[config.mk]
export PLATFORM = sky130hd
export DESIGN_NAME = decode_stage
export DESIGN_NICKNAME = d
export VERILOG_FILES = /design/src/rtl/mips_defs.sv /design/src/rtl/regfile.sv /design/src/rtl/decode_stage.sv
export SDC_FILE = /design/constraint.sdc
export NUM_CORES = 2
export LEC_CHECK = 0
export ABC_AREA = 1
export BUFFER_PORTS_ARGS = -buffer_cell sky130_fd_sc_hd__buf_4
export CORE_ASPECT_RATIO = 2
export CORE_MARGIN = 3
export CORE_UTILIZATION = 48
export CTS_CLUSTER_SIZE = 10
export DETAILED_ROUTE_END_ITERATION = 10
export GPL_ROUTABILITY_DRIVEN = 0
export SYNTH_ARGS = -nofsm -noshare
export SYNTH_HDL_FRONTEND = slang
export SYNTH_SLANG_ARGS = --single-unit
[constraint.sdc]
create_clock -name clk -period 6.08 [get_ports clk]
set_input_delay 0.304 -clock clk [delete_from_list [all_inputs] [get_ports clk]]
set_output_delay 0.304 -clock clk [all_outputs]
set_load 0.01 [all_outputs]
[src/rtl/mips_defs.sv]
// Shared opcode constants, control-bundle widths and the main control decoder.
// Latency: pure definitions and a combinational function, no state.
// Backpressure: none here; the decode stage owns stall/bubble insertion.
package mips_defs;

  localparam int WB_W = 2;  // {RegWrite, MemtoReg}
  localparam int M_W  = 3;  // {Branch, MemRead, MemWrite}
  localparam int EX_W = 4;  // {RegDst, ALUOp[1:0], ALUSrc}

  localparam logic [5:0] OP_RTYPE = 6'h00;
  localparam logic [5:0] OP_LW    = 6'h23;
  localparam logic [5:0] OP_SW    = 6'h2B;
  localparam logic [5:0] OP_BEQ   = 6'h04;

  typedef struct packed {
    logic [WB_W-1:0] wb;
    logic [M_W-1:0]  m;
    logic [EX_W-1:0] ex;
  } ctrl_t;

  // Unknown opcodes decode to an all-zero bundle, i.e. a harmless bubble.
  function automatic ctrl_t decode_ctrl(input logic [5:0] op);
    ctrl_t c;
    c = '0;
    case (op)
      OP_RTYPE: begin c.wb = 2'b10; c.m = 3'b000; c.ex = 4'b1100; end
      OP_LW:    begin c.wb = 2'b11; c.m = 3'b010; c.ex = 4'b0001; end
      OP_SW:    begin c.wb = 2'b00; c.m = 3'b001; c.ex = 4'b0001; end
      OP_BEQ:   begin c.wb = 2'b00; c.m = 3'b100; c.ex = 4'b0010; end
      default:  c = '0;
    endcase
    return c;
  endfunction

endpackage

[src/rtl/regfile.sv]
// Register file, two write-through read ports, register 0 hardwired to zero.
// Latency: reads combinational, writes land on the rising edge.
// Backpressure: none; a write is accepted every cycle it is enabled.
module regfile #(
  parameter int DATA_W  = 32,
  parameter int REG_CNT = 32,
  localparam int ADDR_W = $clog2(REG_CNT)
) (
  input  logic              clk,
  input  logic              rst,
  input  logic              we,
  input  logic [ADDR_W-1:0] waddr,
  input  logic [DATA_W-1:0] wdata,
  input  logic [ADDR_W-1:0] raddr1,
  input  logic [ADDR_W-1:0] raddr2,
  output logic [DATA_W-1:0] rdata1,
  output logic [DATA_W-1:0] rdata2
);

  logic [DATA_W-1:0] mem [REG_CNT];
  logic              wr_en;

  // Writes to r0 are dropped so it can never hold a non-zero value.
  assign wr_en = we && (waddr != '0);

  // Storage: reset clears every word and wins over a concurrent write.
  always_ff @(posedge clk) begin
    if (rst) begin
      for (int i = 0; i < REG_CNT; i++) mem[i] <= '0;
    end else if (wr_en) begin
      mem[waddr] <= wdata;
    end
  end

  // Read ports: r0 reads zero, a same-cycle write to the address is bypassed.
  always_comb begin
    rdata1 = mem[raddr1];
    rdata2 = mem[raddr2];
    if (wr_en && (waddr == raddr1)) rdata1 = wdata;
    if (wr_en && (waddr == raddr2)) rdata2 = wdata;
    if (raddr1 == '0) rdata1 = '0;
    if (raddr2 == '0) rdata2 = '0;
  end

endmodule

[src/rtl/decode_stage.sv]
// Pipeline ID stage: register read, control decode, sign-extend, ID/EX latch.
// Latency: one cycle from IF_ID_instr/IF_ID_NPC to the ID/EX outputs.
// Backpressure: stall (load-use) and flush turn the latched controls into a bubble.
module decode_stage
  import mips_defs::*;
#(
  parameter int DATA_W  = 32,  // must be >= 16 for the immediate extension
  parameter int REG_CNT = 32,
  localparam int ADDR_W = $clog2(REG_CNT)
) (
  input  logic              clk,
  input  logic              rst,
  input  logic              RegWrite,
  input  logic [ADDR_W-1:0] MEM_WB_Writereg,
  input  logic [DATA_W-1:0] MEM_WB_Writedata,
  input  logic [31:0]       IF_ID_instr,
  input  logic [DATA_W-1:0] IF_ID_NPC,
  input  logic              flush,
  output logic [WB_W-1:0]   WB,
  output logic [M_W-1:0]    M,
  output logic [EX_W-1:0]   EX,
  output logic [DATA_W-1:0] NPC,
  output logic [DATA_W-1:0] rdata1out,
  output logic [DATA_W-1:0] rdata2out,
  output logic [DATA_W-1:0] IR,
  output logic [ADDR_W-1:0] instrout_2521,
  output logic [ADDR_W-1:0] instrout_2016,
  output logic [ADDR_W-1:0] instrout_1511,
  output logic              stall
);

  localparam int EXT_W = DATA_W - 16;

  logic [ADDR_W-1:0] id_rs;
  logic [ADDR_W-1:0] id_rt;
  logic [ADDR_W-1:0] id_rd;
  logic [DATA_W-1:0] id_rdata1;
  logic [DATA_W-1:0] id_rdata2;
  logic [DATA_W-1:0] id_imm;
  ctrl_t             id_ctrl;
  logic              bubble;

  // Register fields keep only the low bits a smaller register file can address.
  assign id_rs   = IF_ID_instr[21 +: ADDR_W];
  assign id_rt   = IF_ID_instr[16 +: ADDR_W];
  assign id_rd   = IF_ID_instr[11 +: ADDR_W];
  assign id_imm  = {{EXT_W{IF_ID_instr[15]}}, IF_ID_instr[15:0]};
  assign id_ctrl = decode_ctrl(IF_ID_instr[31:26]);

  // A load in EX whose destination feeds this instruction cannot be forwarded
  // in time; hold IF/PC and issue a bubble. r0 as destination never conflicts.
  assign stall = M[1] && (instrout_2016 != '0) &&
                 ((instrout_2016 == id_rs) || (instrout_2016 == id_rt));

  // Stall and flush both just zero the controls, so together they still
  // yield exactly one bubble.
  assign bubble = stall || flush;

  regfile #(
    .DATA_W (DATA_W),
    .REG_CNT(REG_CNT)
  ) u_regfile (
    .clk   (clk),
    .rst   (rst),
    .we    (RegWrite),
    .waddr (MEM_WB_Writereg),
    .wdata (MEM_WB_Writedata),
    .raddr1(id_rs),
    .raddr2(id_rt),
    .rdata1(id_rdata1),
    .rdata2(id_rdata2)
  );

  // ID/EX latch: data and fields always advance, controls squash on a bubble.
  always_ff @(posedge clk) begin
    if (rst) begin
      WB            <= '0;
      M             <= '0;
      EX            <= '0;
      NPC           <= '0;
      rdata1out     <= '0;
      rdata2out     <= '0;
      IR            <= '0;
      instrout_2521 <= '0;
      instrout_2016 <= '0;
      instrout_1511 <= '0;
    end else begin
      if (bubble) begin
        WB <= '0;
        M  <= '0;
        EX <= '0;
      end else begin
        WB <= id_ctrl.wb;
        M  <= id_ctrl.m;
        EX <= id_ctrl.ex;
      end
      NPC           <= IF_ID_NPC;
      rdata1out     <= id_rdata1;
      rdata2out     <= id_rdata2;
      IR            <= id_imm;
      instrout_2521 <= id_rs;
      instrout_2016 <= id_rt;
      instrout_1511 <= id_rd;
    end
  end

endmodule

* Yosys cells after proc, flatten, opt, wreduce, memory -nomap -nowiden
Memories as Yosys holds them, arrays and structs flattened. A register that Yosys moved wholly into a read port is not among the register bits.
Cells that the tools add are included.
** Word-level totals
- Flip-flop bits (word level) :: 72
- Bits in writable memories :: 1024
- Input bits :: 105
- Output and inout bits :: 153
- Logic and storage cells :: 37
- Memories kept :: 1
** Memories
- u_regfile.mem :: depth 32, width 32, read ports 2, clocked after Yosys merged registers in 2, wr ports 32, RTL line regfile.sv:20 : logic [DATA_W-1:0] mem [REG_CNT];
** Operators by class
- Equal/unequal tests :: 5
- Multiplexer cells :: 9
- Reductions and logical operators :: 14
** Operators with widths (count)
- $pmux W9 S4 :: 1
- $mux W32 :: 1
- $reduce_or A32 Y1 :: 1
- $eq A6 B6 Y1 const B :: 2
- $eq A5 B5 Y1 :: 2
- $logic_not A5 Y1 :: 2
- $reduce_bool A5 Y1 :: 2
- $eq A6 B3 Y1 const B :: 1
- $logic_not A6 Y1 :: 1
- $mux W1 :: 6
- $reduce_or A2 Y1 :: 3
- $mux W5 :: 1
- $logic_and A1 B1 Y1 :: 3
- $logic_or A1 B1 Y1 :: 2

* Logic depth before layout (Yosys ltp)
- Depth in word-level cells :: 7
- Mapped depth :: 12
- Depth with buffers taken out :: 10

* Hierarchy
Synthesis repeated with hierarchy kept, for this count alone.
** Second synthesis, totals
- Cells, all modules :: 7895
- Area total of the unflattened synthesis :: 62112.1 sq um
** Modules (own cells, without submodules)
- regfile :: times used 1, cells each 7417, area an instance 58108.2 sq um, seq. area each 30749.5 sq um
- decode_stage :: times used 1, cells each 478, area an instance 4003.8 sq um, seq. area each 2562.5 sq um

* Worst setup path after synthesis
Ideal clock, no wire load.
- Kind :: input to register
- Start :: input port MEM_WB_Writereg[3]
- End :: memory u_regfile.mem[10][0], enable pin
- Setup time :: 0.389 ns
- Arrival :: 2.024 ns
- Required time :: 5.691 ns
- Slack :: 3.666 ns
- Stages :: 11
- Path buffers :: 1
- Cells stage by stage :: inv_1 -> nand3_1 -> inv_1 -> nand3_1 -> nand3_1 -> inv_1 -> nand3_1 -> inv_1 -> nand2_1 -> buf_2 -> nand2_1
** RTL lines
- start: declaration :: RTL line decode_stage.sv:14 : input logic [ADDR_W-1:0] MEM_WB_Writereg,
- end: declaration :: RTL line regfile.sv:20

* Worst setup path in the final report
- Start :: input port rst
- End :: register rdata1out[13], read port of u_regfile.mem
** Between the ends
- Cells in the longest elaborated chain, start to end :: 1
** Ends and longest elaborated chain
- start: declaration :: RTL line decode_stage.sv:12 : input logic rst,
- $reduce_or A2 Y1 (no source line)
- end: declaration :: RTL line decode_stage.sv:23 : output logic [DATA_W-1:0] rdata1out,
No other way between the ends.
A chain may end at the register's enable or synchronous reset.

==> results.md <==
* Slew Limit Fails at 0
* Share of cells above drive strength 1 at 0.07618
* Final hold violations at 0
* Synth Cell Area at 0.06277 mm2
* First-pass GRT wire length at 377.4 mm
* Final setup fails at 0
* Setup TNS at 0 ns
* Hold WC Path Type: input pin to flip-flop
* Worst hold slack at between 0.04 and 0.05 ns
* Hold Crit Depth at 5
* Final worst slack at 2.631 ns
* Total core area at about 0.13 mm2
* Number of global-route vias before repair at about 57000
* Clock Skew at roughly 0.02 ns
* WHS Endpoint: WB[1]
* Post-synthesis sequential area ratio at 0.5307
* FMAX at 290.0 MHz
* Top post-synthesis cells by count: nand2_1, nor2_1, nand3_1, edfxtp_1, inv_1
* Worst r2r src: instrout_2016[4]
* Hold Startpoint: IF_ID_instr[27]
* Ports at 258
* CTS Buffer Depth at 3
* CTS sink count at between 1000 and 1500
* WS Path Type: input pin to flip-flop
* Unrepaired setup endpoints after global routing: no
* Finished Core Util at 0.5407
* Run status: complete, no violations
* Worst skew pair latency at between 0.7 and 0.8 ns
* Ys async rst share at 0
* Worst slew margin at 0.05313
* Placed insts at 9827
* Pwr Total at 19.53 mW
* H-tree levels at 4
* Max cap viols at 0
* Number of nets in the layout at ~8400
* CTS Buf Count at ~130
* DP Wirelength at roughly 160 mm
* # DRC at 0
* Post-synth top area share at 0.4899
* Die ar. at about 0.14 mm2
* Largest net degree at the start of global routing at about 200
* Wirelength per Cell at 26.27 um
* Peak VDD IR at 0.2644 mV
* Fin crit period at 3.449 ns
* Gr usage total at 0.3867
* Cell area after layout at around 0.07 mm2
* FP Rows at approximately 190
* Post-Route WL at around 270 mm
* Root buffer cell: clkbuf_16
* Layout Cells excl Fill at between 10000 and 15000
* Worst Path Required at a little under 7 ns
* Post-synth EDFFs at between 1000 and 1500
* Area grow syn2layout at 11.85%
* Worst setup EP type: flip-flop
* Reg2Reg Capture Point: WB[0]
* Post-Place Setup Slack at around 2.2 ns
* P_leak at approximately 32 nW
* Initial antenna violation count at 8
* Area leader, netlist: edfxtp_1
* IO Port Bufs at between 200 and 300
* Power Dens Cells at 278.2 mW/mm2
* TritonCTS clock tree: yes
* Vias post-DR at between 50000 and 60000
* CP startpoint kind: input pin
* Ys flop type: edfxtp_1
* R2r setup slk at between 4 and 5 ns
* Clock transition at path regs at 0.05 ns
* Post_cts resized at 0
* Worst-margin pin slew at approximately 1.4 ns
* Gr ovfl total at 0
* Syn avg cell area at between 7 and 8 um2
* Die Height at just over 500 um
* DRT iter0 DRCs at roughly 8400
* Max FO, Critical Path at 50
* Final Cycle Share at 0.5672
* First-pass iteration count of the detailed router at 8
* Most frequent cell after synthesis: nand2_1
* Initial cell density of the core at 0.4834
* Distinct cells, synth at 24
* Die X at 261.7 um
* Worst path arrival time at around 4 ns
* Syn. warnings at 0
* Post-route ant nets at 0
* Cells after synthesis at roughly 8300
* Synth top area cells: edfxtp_1, nand2_1, nor2_1
* Cells on worst reg2reg path at 10
* Yosys reg bits at about 1200
* Area after DPL at roughly 0.066 mm2
* Vias/cell at 5.892
## worst max path at each step
stage	start	end	slack, ns
final	rst	rdata1out[13]	2.63
after global routing	rst	rdata1out[17]	2.72
after global placement	IF_ID_instr[18]	rdata2out[24]	2.21
after CTS	rst	rdata1out[8]	2.92
after floorplan	MEM_WB_Writereg[3]	u_regfile.mem[10][0]	3.67
after detailed placement	IF_ID_instr[18]	rdata2out[19]	2.18
## power by group
group / internal (mW) / switching (mW) / leakage [nW] / total (mW)
logic: 0.728 / 1.98 / 19.1 / 2.71
clock network: 4.23 / 3.28 / 1.83 / 7.51
registers: 9.07 / 0.247 / 10.8 / 9.31
total: 14.0 / 5.51 / 31.7 / 19.5
## kinds of logic (layout without fill, tap and decap cells)
kind of cell              Yosys count  after routing  synth area share
buffers and inverters            1422           1469           0.09079
other                               1             33        0.00005974
DFF                              1152           1152            0.5307
xor gates and xnor gates           12             12          0.001674
and+or+nand+nor                  5428           5428            0.3468
AOI/OAI and AO/OA                 334            334           0.02996
## layout make-up
cell class                      count  area (um2)
Inverter                          762        2890
Sequential cell                  1152       33310
Fill cell                       12190       59650
Clock inverter                      4       30.03
Tap cell                         1701        2128
Timing Repair Buffer              475        3943
Clock buffer                      228        3812
Antenna cell                        1       2.502
Multi-Input combinational cell   5806       24090
## repair_timing
action	4_1_cts	5_1_grt
setup buffers	0	0
endpoints found under the hold margin	55	0
hold buffers	69	0
## metal layers
metal  vias up  track usage  wire length [um]  part of all wire
met5         -     0.004020               165           0.00062
met4        14       0.3216             26480              0.10
met3      1305      0.08630             29110              0.11
met2      4261       0.6288            123600              0.46
met1     27840       0.4300             86670              0.33
li1      26270            -                 -                 -
## placed cells by master (no fill, tap or decap)
cell type and instances:
buf_4 387, o211ai_1 82, clkbuf_16 139, clkinv_2 2, inv_6 4, nor2_1 1599
buf_6 2, conb_1 32, diode_2 1, dlygate4sd3_1 69, nand2_2 65, buf_8 2
inv_1 744, edfxtp_1 1024, dfxtp_1 128, a21oi_1 94, nor2_4 5, o21ai_0 157
o41ai_1 1, nand4_1 3, nor4_1 3, clkbuf_8 1, clkinv_1 3, nor3_1 8
inv_2 10, xnor2_1 6, or2_2 6, nor3_4 2, nand2_1 2662, clkbuf_1 89
nand3_1 1075, buf_12 14, xor2_1 6, inv_8 3
## critical path, stage by stage
cell	delay (ns)
dlygate4sd3_1	0.54
buf_4	0.27
clkinv_1	0.11
nand3_1	0.09
inv_2	0.37
buf_4	0.81
nand2_2	1.02
a21oi_1	0.48
## state kept, by name (all words and copies together), names as in the netlist
name	count
instrout_2521	5
NPC	32
rdata2out	32
WB	2
instrout_2016	5
EX	3
IR	16
M	1
rdata1out	32
u_regfile.mem	1024
Power figures use the tool's default switching activity.
